$ cat config.mk
export PLATFORM = sky130hd
export DESIGN_NAME = serv_immenc
export DESIGN_NICKNAME = d
export VERILOG_FILES = /design/src/rtl/serv_immenc.sv
export SDC_FILE = /design/constraint.sdc
export NUM_CORES = 1
export LEC_CHECK = 0
export ABC_AREA = 1
export ABC_CLOCK_PERIOD_IN_PS = 2300
export CORE_UTILIZATION = 45
export DETAILED_ROUTE_END_ITERATION = 12
export PLACE_DENSITY = 0.71
export REMOVE_ABC_BUFFERS = 1
export SETUP_SLACK_MARGIN = 0.2
export SLEW_MARGIN = 0
export SYNTH_ARGS = -nofsm -noshare
export SYNTH_HDL_FRONTEND = slang
export SYNTH_SLANG_ARGS = --single-unit
$ cat constraint.sdc
create_clock -name i_clk -period 2.3 [get_ports i_clk]
set_input_delay 0.575 -clock i_clk [delete_from_list [all_inputs] [get_ports i_clk]]
set_output_delay 0.575 -clock i_clk [all_outputs]
set_load 0.01 [all_outputs]
$ cat src/rtl/serv_immenc.sv
// serv_immenc - bit-serial immediate encoder (inverse of the SERV immediate
// decoder). A 32-bit immediate arrives LSB-first in W-bit beats; once all
// 32/W beats are in, the immediate is scattered into the RV32I I/S/B/U/J
// instruction layout together with the latched opcode/funct3/register fields.
//
// Ports:
//   i_clk, i_rst_n          clock, asynchronous active-low reset
//   i_start                 start request, only looked at in IDLE
//   i_fmt                   0=I 1=S 2=B 3=U 4=J, 5..7 illegal (encoded as I, ovf forced)
//   i_opcode/i_funct3/i_rd/i_rs1/i_rs2   instruction fields latched at start
//   i_imm_en, i_imm         beat valid and W-bit immediate beat (LSB-first)
//   o_busy                  high while beats are being collected
//   o_valid                 one-cycle pulse when o_insn/o_ovf become valid
//   o_insn                  encoded instruction, held until the next start
//   o_ovf                   immediate does not fit the selected format
module serv_immenc #(
    parameter int W = 1
) (
    input  logic         i_clk,
    input  logic         i_rst_n,
    input  logic         i_start,
    input  logic [2:0]   i_fmt,
    input  logic [6:0]   i_opcode,
    input  logic [2:0]   i_funct3,
    input  logic [4:0]   i_rd,
    input  logic [4:0]   i_rs1,
    input  logic [4:0]   i_rs2,
    input  logic         i_imm_en,
    input  logic [W-1:0] i_imm,
    output logic         o_busy,
    output logic         o_valid,
    output logic [31:0]  o_insn,
    output logic         o_ovf
);

    localparam int         NBEATS    = 32 / W;
    localparam logic [4:0] LAST_BEAT = 5'(NBEATS - 1);

    localparam logic [2:0] FMT_I = 3'd0;
    localparam logic [2:0] FMT_S = 3'd1;
    localparam logic [2:0] FMT_B = 3'd2;
    localparam logic [2:0] FMT_U = 3'd3;
    localparam logic [2:0] FMT_J = 3'd4;

    typedef enum logic [1:0] {
        ST_IDLE  = 2'd0,
        ST_SHIFT = 2'd1,
        ST_DONE  = 2'd2
    } state_t;

    state_t      state_r;
    state_t      state_s;
    logic [4:0]  cnt_r;
    logic [31:0] imm_r;
    logic [2:0]  fmt_r;
    logic [6:0]  opcode_r;
    logic [2:0]  funct3_r;
    logic [4:0]  rd_r;
    logic [4:0]  rs1_r;
    logic [4:0]  rs2_r;

    // Scatter the immediate into the instruction word for the given format.
    // Illegal formats fall back to the I layout.
    function automatic logic [31:0] enc_insn(
        input logic [2:0]  fmt,
        input logic [6:0]  opc,
        input logic [2:0]  f3,
        input logic [4:0]  rd,
        input logic [4:0]  rs1,
        input logic [4:0]  rs2,
        input logic [31:0] imm
    );
        logic [31:0] insn;
        case (fmt)
            FMT_I:   insn = {imm[11:0], rs1, f3, rd, opc};
            FMT_S:   insn = {imm[11:5], rs2, rs1, f3, imm[4:0], opc};
            FMT_B:   insn = {imm[12], imm[10:5], rs2, rs1, f3, imm[4:1], imm[11], opc};
            FMT_U:   insn = {imm[31:12], rd, opc};
            FMT_J:   insn = {imm[20], imm[10:1], imm[11], imm[19:12], rd, opc};
            default: insn = {imm[11:0], rs1, f3, rd, opc};
        endcase
        return insn;
    endfunction

    // Range check: the bits above the top encoded bit must all be copies of
    // the sign bit; branch/jump offsets must also be even, and U immediates
    // must have their low 12 bits clear.
    function automatic logic ovf_of(
        input logic [2:0]  fmt,
        input logic [31:0] imm
    );
        logic ovf;
        case (fmt)
            FMT_I, FMT_S: ovf = !((&imm[31:11]) || (~|imm[31:11]));
            FMT_B:        ovf = imm[0] || !((&imm[31:12]) || (~|imm[31:12]));
            FMT_U:        ovf = |imm[11:0];
            FMT_J:        ovf = imm[0] || !((&imm[31:20]) || (~|imm[31:20]));
            default:      ovf = 1'b1;
        endcase
        return ovf;
    endfunction

    // State register.
    always_ff @(posedge i_clk or negedge i_rst_n) begin
        if (!i_rst_n) begin
            state_r <= ST_IDLE;
        end else begin
            state_r <= state_s;
        end
    end

    // Next-state logic: DONE always lasts a single cycle and ignores start.
    always_comb begin
        state_s = state_r;
        case (state_r)
            ST_IDLE: begin
                if (i_start) begin
                    state_s = ST_SHIFT;
                end else begin
                    state_s = ST_IDLE;
                end
            end
            ST_SHIFT: begin
                if (i_imm_en && (cnt_r == LAST_BEAT)) begin
                    state_s = ST_DONE;
                end else begin
                    state_s = ST_SHIFT;
                end
            end
            ST_DONE: state_s = ST_IDLE;
            default: state_s = ST_IDLE;
        endcase
    end

    // Field latch at start, then beat collection: each accepted beat enters
    // at the top so after 32/W beats the first beat sits at bit 0.
    always_ff @(posedge i_clk or negedge i_rst_n) begin
        if (!i_rst_n) begin
            cnt_r    <= 5'd0;
            imm_r    <= 32'd0;
            fmt_r    <= 3'd0;
            opcode_r <= 7'd0;
            funct3_r <= 3'd0;
            rd_r     <= 5'd0;
            rs1_r    <= 5'd0;
            rs2_r    <= 5'd0;
        end else begin
            case (state_r)
                ST_IDLE: begin
                    if (i_start) begin
                        cnt_r    <= 5'd0;
                        fmt_r    <= i_fmt;
                        opcode_r <= i_opcode;
                        funct3_r <= i_funct3;
                        rd_r     <= i_rd;
                        rs1_r    <= i_rs1;
                        rs2_r    <= i_rs2;
                    end
                end
                ST_SHIFT: begin
                    if (i_imm_en) begin
                        imm_r <= {i_imm, imm_r[31:W]};
                        cnt_r <= cnt_r + 5'd1;
                    end
                end
                default: begin
                end
            endcase
        end
    end

    // Status decodes straight from the state register; the instruction word
    // is a pure function of registered fields, so it holds until the next
    // accepted start rewrites the latched fields.
    assign o_busy  = (state_r == ST_SHIFT);
    assign o_valid = (state_r == ST_DONE);
    assign o_insn  = enc_insn(fmt_r, opcode_r, funct3_r, rd_r, rs1_r, rs2_r, imm_r);
    assign o_ovf   = ovf_of(fmt_r, imm_r);

endmodule

==> qor.yml <==
wl_met1_um: 3634
cts_max_level: 3
r2r_end: "rs2_r[3]"
r2r-start: "state_r[0]"
cts_tree: "built"
io_buffers: 67
muxShareOfSynthArea: 0.1029
grt_pass1_wl_um: 13660
leakagePower_nw: 2.269
hold_viol: 0
ys_top_cells_by_area: "dfrtp_1 49%, nand2_1 13%, mux2_4 8.0%"
yosys_register_bits: 67
drtIter0Drc: 170
synth_cell_types: 23
layout_commonest_cell: "nand2_1"
ir_worst_vdd_v: 0.0005042
cp.arrival_ns: 1.77
cts_buffers: 9
die_w_um: 88.82
cp_max_fo: 5
synth_top_family_by_area: "simple AND/OR/NAND/NOR gates"
maxSlewViolCount: 0
status: "finished with violations"
synth_largest_area_cell: "dfrtp_1"
wirelength_um: 8356
crit_path_end_kind: "primary output"
crit_required_ns: 1.73
syn-instance-count: 394
grt_overflow: 0
io_pins: 68
timing.slew.headroom: 0.7510
synth-edff-count: 0
synth_top_flop_cell: "dfrtp_1"
power_switching_mw: 1.961
drtAntennaViolNets: 0
p_clk_frac: 0.192
synth_xor_area_frac: 0
clk_pin_slew_ns: 0.08
critical_path_class: "reg -> out"
syn_area_per_cell_um2: 8.609
routed-wl-met3_um: 348
cts_buffer_depth: 2
setup_viol: 3
core_region_area_um2: 7253
hp-class: "in -> async"
finalInstanceArea_um2: 4686
vias_per_cell: 5.040
crit_start: "fmt_r[1]"
p_int_mw: 3.187
power_mw: 5.148
ff2ff_path_depth: 4
place.gp.congestion: 0.8299
rows: 31
ys_async_sr_fraction: 1.000
synthAdderAreaFrac: 0.007377
worstMarginPinSlew_ns: 0.3735
grt_pass1_vias: 2909
dr_wl_met2_um: 4221
synth_compound_area_frac: 0.09037
grt_antenna_before_repair: 0
pre_cts_ws_ns: 0.001557
final_nets: 524
track_usage: 0.2307
startpoint_type: "register"
clockRootBuffer: "clkbuf_8"
yosys_warnings: 0
rrSetupSlack_ns: 0.96
start_util: 0.4677
wl_per_cell_um: 14.09
max-cap-violations: 0
grt_max_degree: 68
insertion_delay_ns: 0.35
grt_setup_unrepaired: "yes"
fin_crit_sh: 1.021
power.density_nw_per_um2: 1099
vias: 2989
area_growth_pct: 38.14
max_freq_ghz: 0.4259
drt-pass1-iter-count: 4
fin_skew_ns: 0.01055
failed_checks: "setup timing"
drcViolationCount: 0
hold_buffers: 0
yosys.area_share.simple: 0.2335
antenna_cells: 0
swShare: 0.3810
dp_hpwl_um: 5304
cts.sinks: 67
seqPwrFrac: 0.369
min_period_ns: 2.348
pwr-share-comb: 0.440
yosysSeqAreaShare: 0.4943
placed_area_um2: 4229
die_y_um: 88.82
netlist_area_um2: 3392
synth_top_area_share: 0.4943
highest_layer: "met4"
crit_path_end: "o_insn[7]"
layout_common_cells: "108 x nand2_1, 63 x dfrtp_1, 39 x clkdlybuf4s50_1"
setup_slack_ns: -0.04823
drive_gt1_frac: 0.3057
die_area_um2: 7889
==> how the worst min path moves through the flow <==
stage / endpoint / slack, ns / cells after the start
2_1_floorplan: cnt_r[0] / 0.28 / 0
3_3_place_gp: cnt_r[3] / 0.46 / 1
3_5_place_dp: cnt_r[3] / 0.46 / 1
4_1_cts: imm_r[20] / 0.24 / 2
5_1_grt: imm_r[5] / 0.24 / 2
6_report: imm_r[8] / 0.22 / 2
==> through the flow <==
stage | util | hold WS, ns | cells | setup TNS [ns]
finish | 0.6460 | 0.2185 | 593 | -0.08956
global route | 0.6460 | 0.2443 | 593 | -0.4544
CTS | 0.6364 | 0.2439 | 589 | -0.02850
global placement | 0.5831 | 0.4579 | 560 | 0
detailed placement | 0.5831 | 0.4628 | 560 | 0
floorplan | - | 0.2794 | 381 | 0
==> worst max-delay path, cell delays in order (launching register included) <==
cell,delay (ns)
dfrtp_1,0.41
nor2_2,0.19
nand2_4,0.11
buf_4,0.17
nand3_1,0.10
o221ai_1,0.13
dlygate4sd2_1,0.31
==> cell usage after synthesis, drive strengths merged, types with 5 or more instances <==
master    n
o221ai    5
a21oi    10
nor2     47
mux2     25
o21ai    40
buf      11
inv      38
nand3    22
dfrtp    67
nand2   121
==> registers in the layout, summed over array words and instances (netlist names) <==
register,flops
imm_r,32
opcode_r,7
cnt_r,5
rd_r,5
rs1_r,5
rs2_r,5
fmt_r,3
funct3_r,3
state_r,2
==> layout make-up <==
| cell class | instances | area, µm² |
|---|---|---|
| Timing Repair Buffer | 96 | 875.8 |
| Multi-Input combinational cell | 277 | 1662 |
| Fill cell | 620 | 2567 |
| Sequential cell | 67 | 1682 |
| Tap cell | 99 | 123.9 |
| Inverter | 38 | 147.6 |
| Clock inverter | 4 | 50.05 |
| Clock buffer | 12 | 145.1 |
==> repair_timing <==
item                       CTS  global route
setup endpoints to repair   27            26
hold endpoints to repair     0             0
gates resized for setup    163            12
setup buffers               11             4
gates cloned                 2             0
pin swaps                   15             5
==> layer usage <==
layer  up-vias  track usage
li1       1455            -
met1      1440       0.2892
met2        78       0.3881
met3        16      0.05131
met4         0      0.09091
met5         -            0
==> cell families after synthesis <==
group | after synthesis
and+or+nand+nor | 192
DFF | 67
AOI/OAI and AO/OA | 57
buffers and inverters | 51
muxes | 25
adders and majority gates | 2
==> power groups by stage <==
stage / Sequential, mW / Combinational, mW / Clock [mW]
6_report: 1.90 / 2.26 / 0.987
4_1_cts: 1.88 / 2.17 / 1.01
3_3_place_gp: 1.87 / 1.99 / 0
2_1_floorplan: 1.81 / 1.13 / 0
5_1_grt: 1.95 / 2.49 / 1.06
3_5_place_dp: 1.88 / 2.03 / 0
No activity file was read; power rests on OpenSTA's default activity.
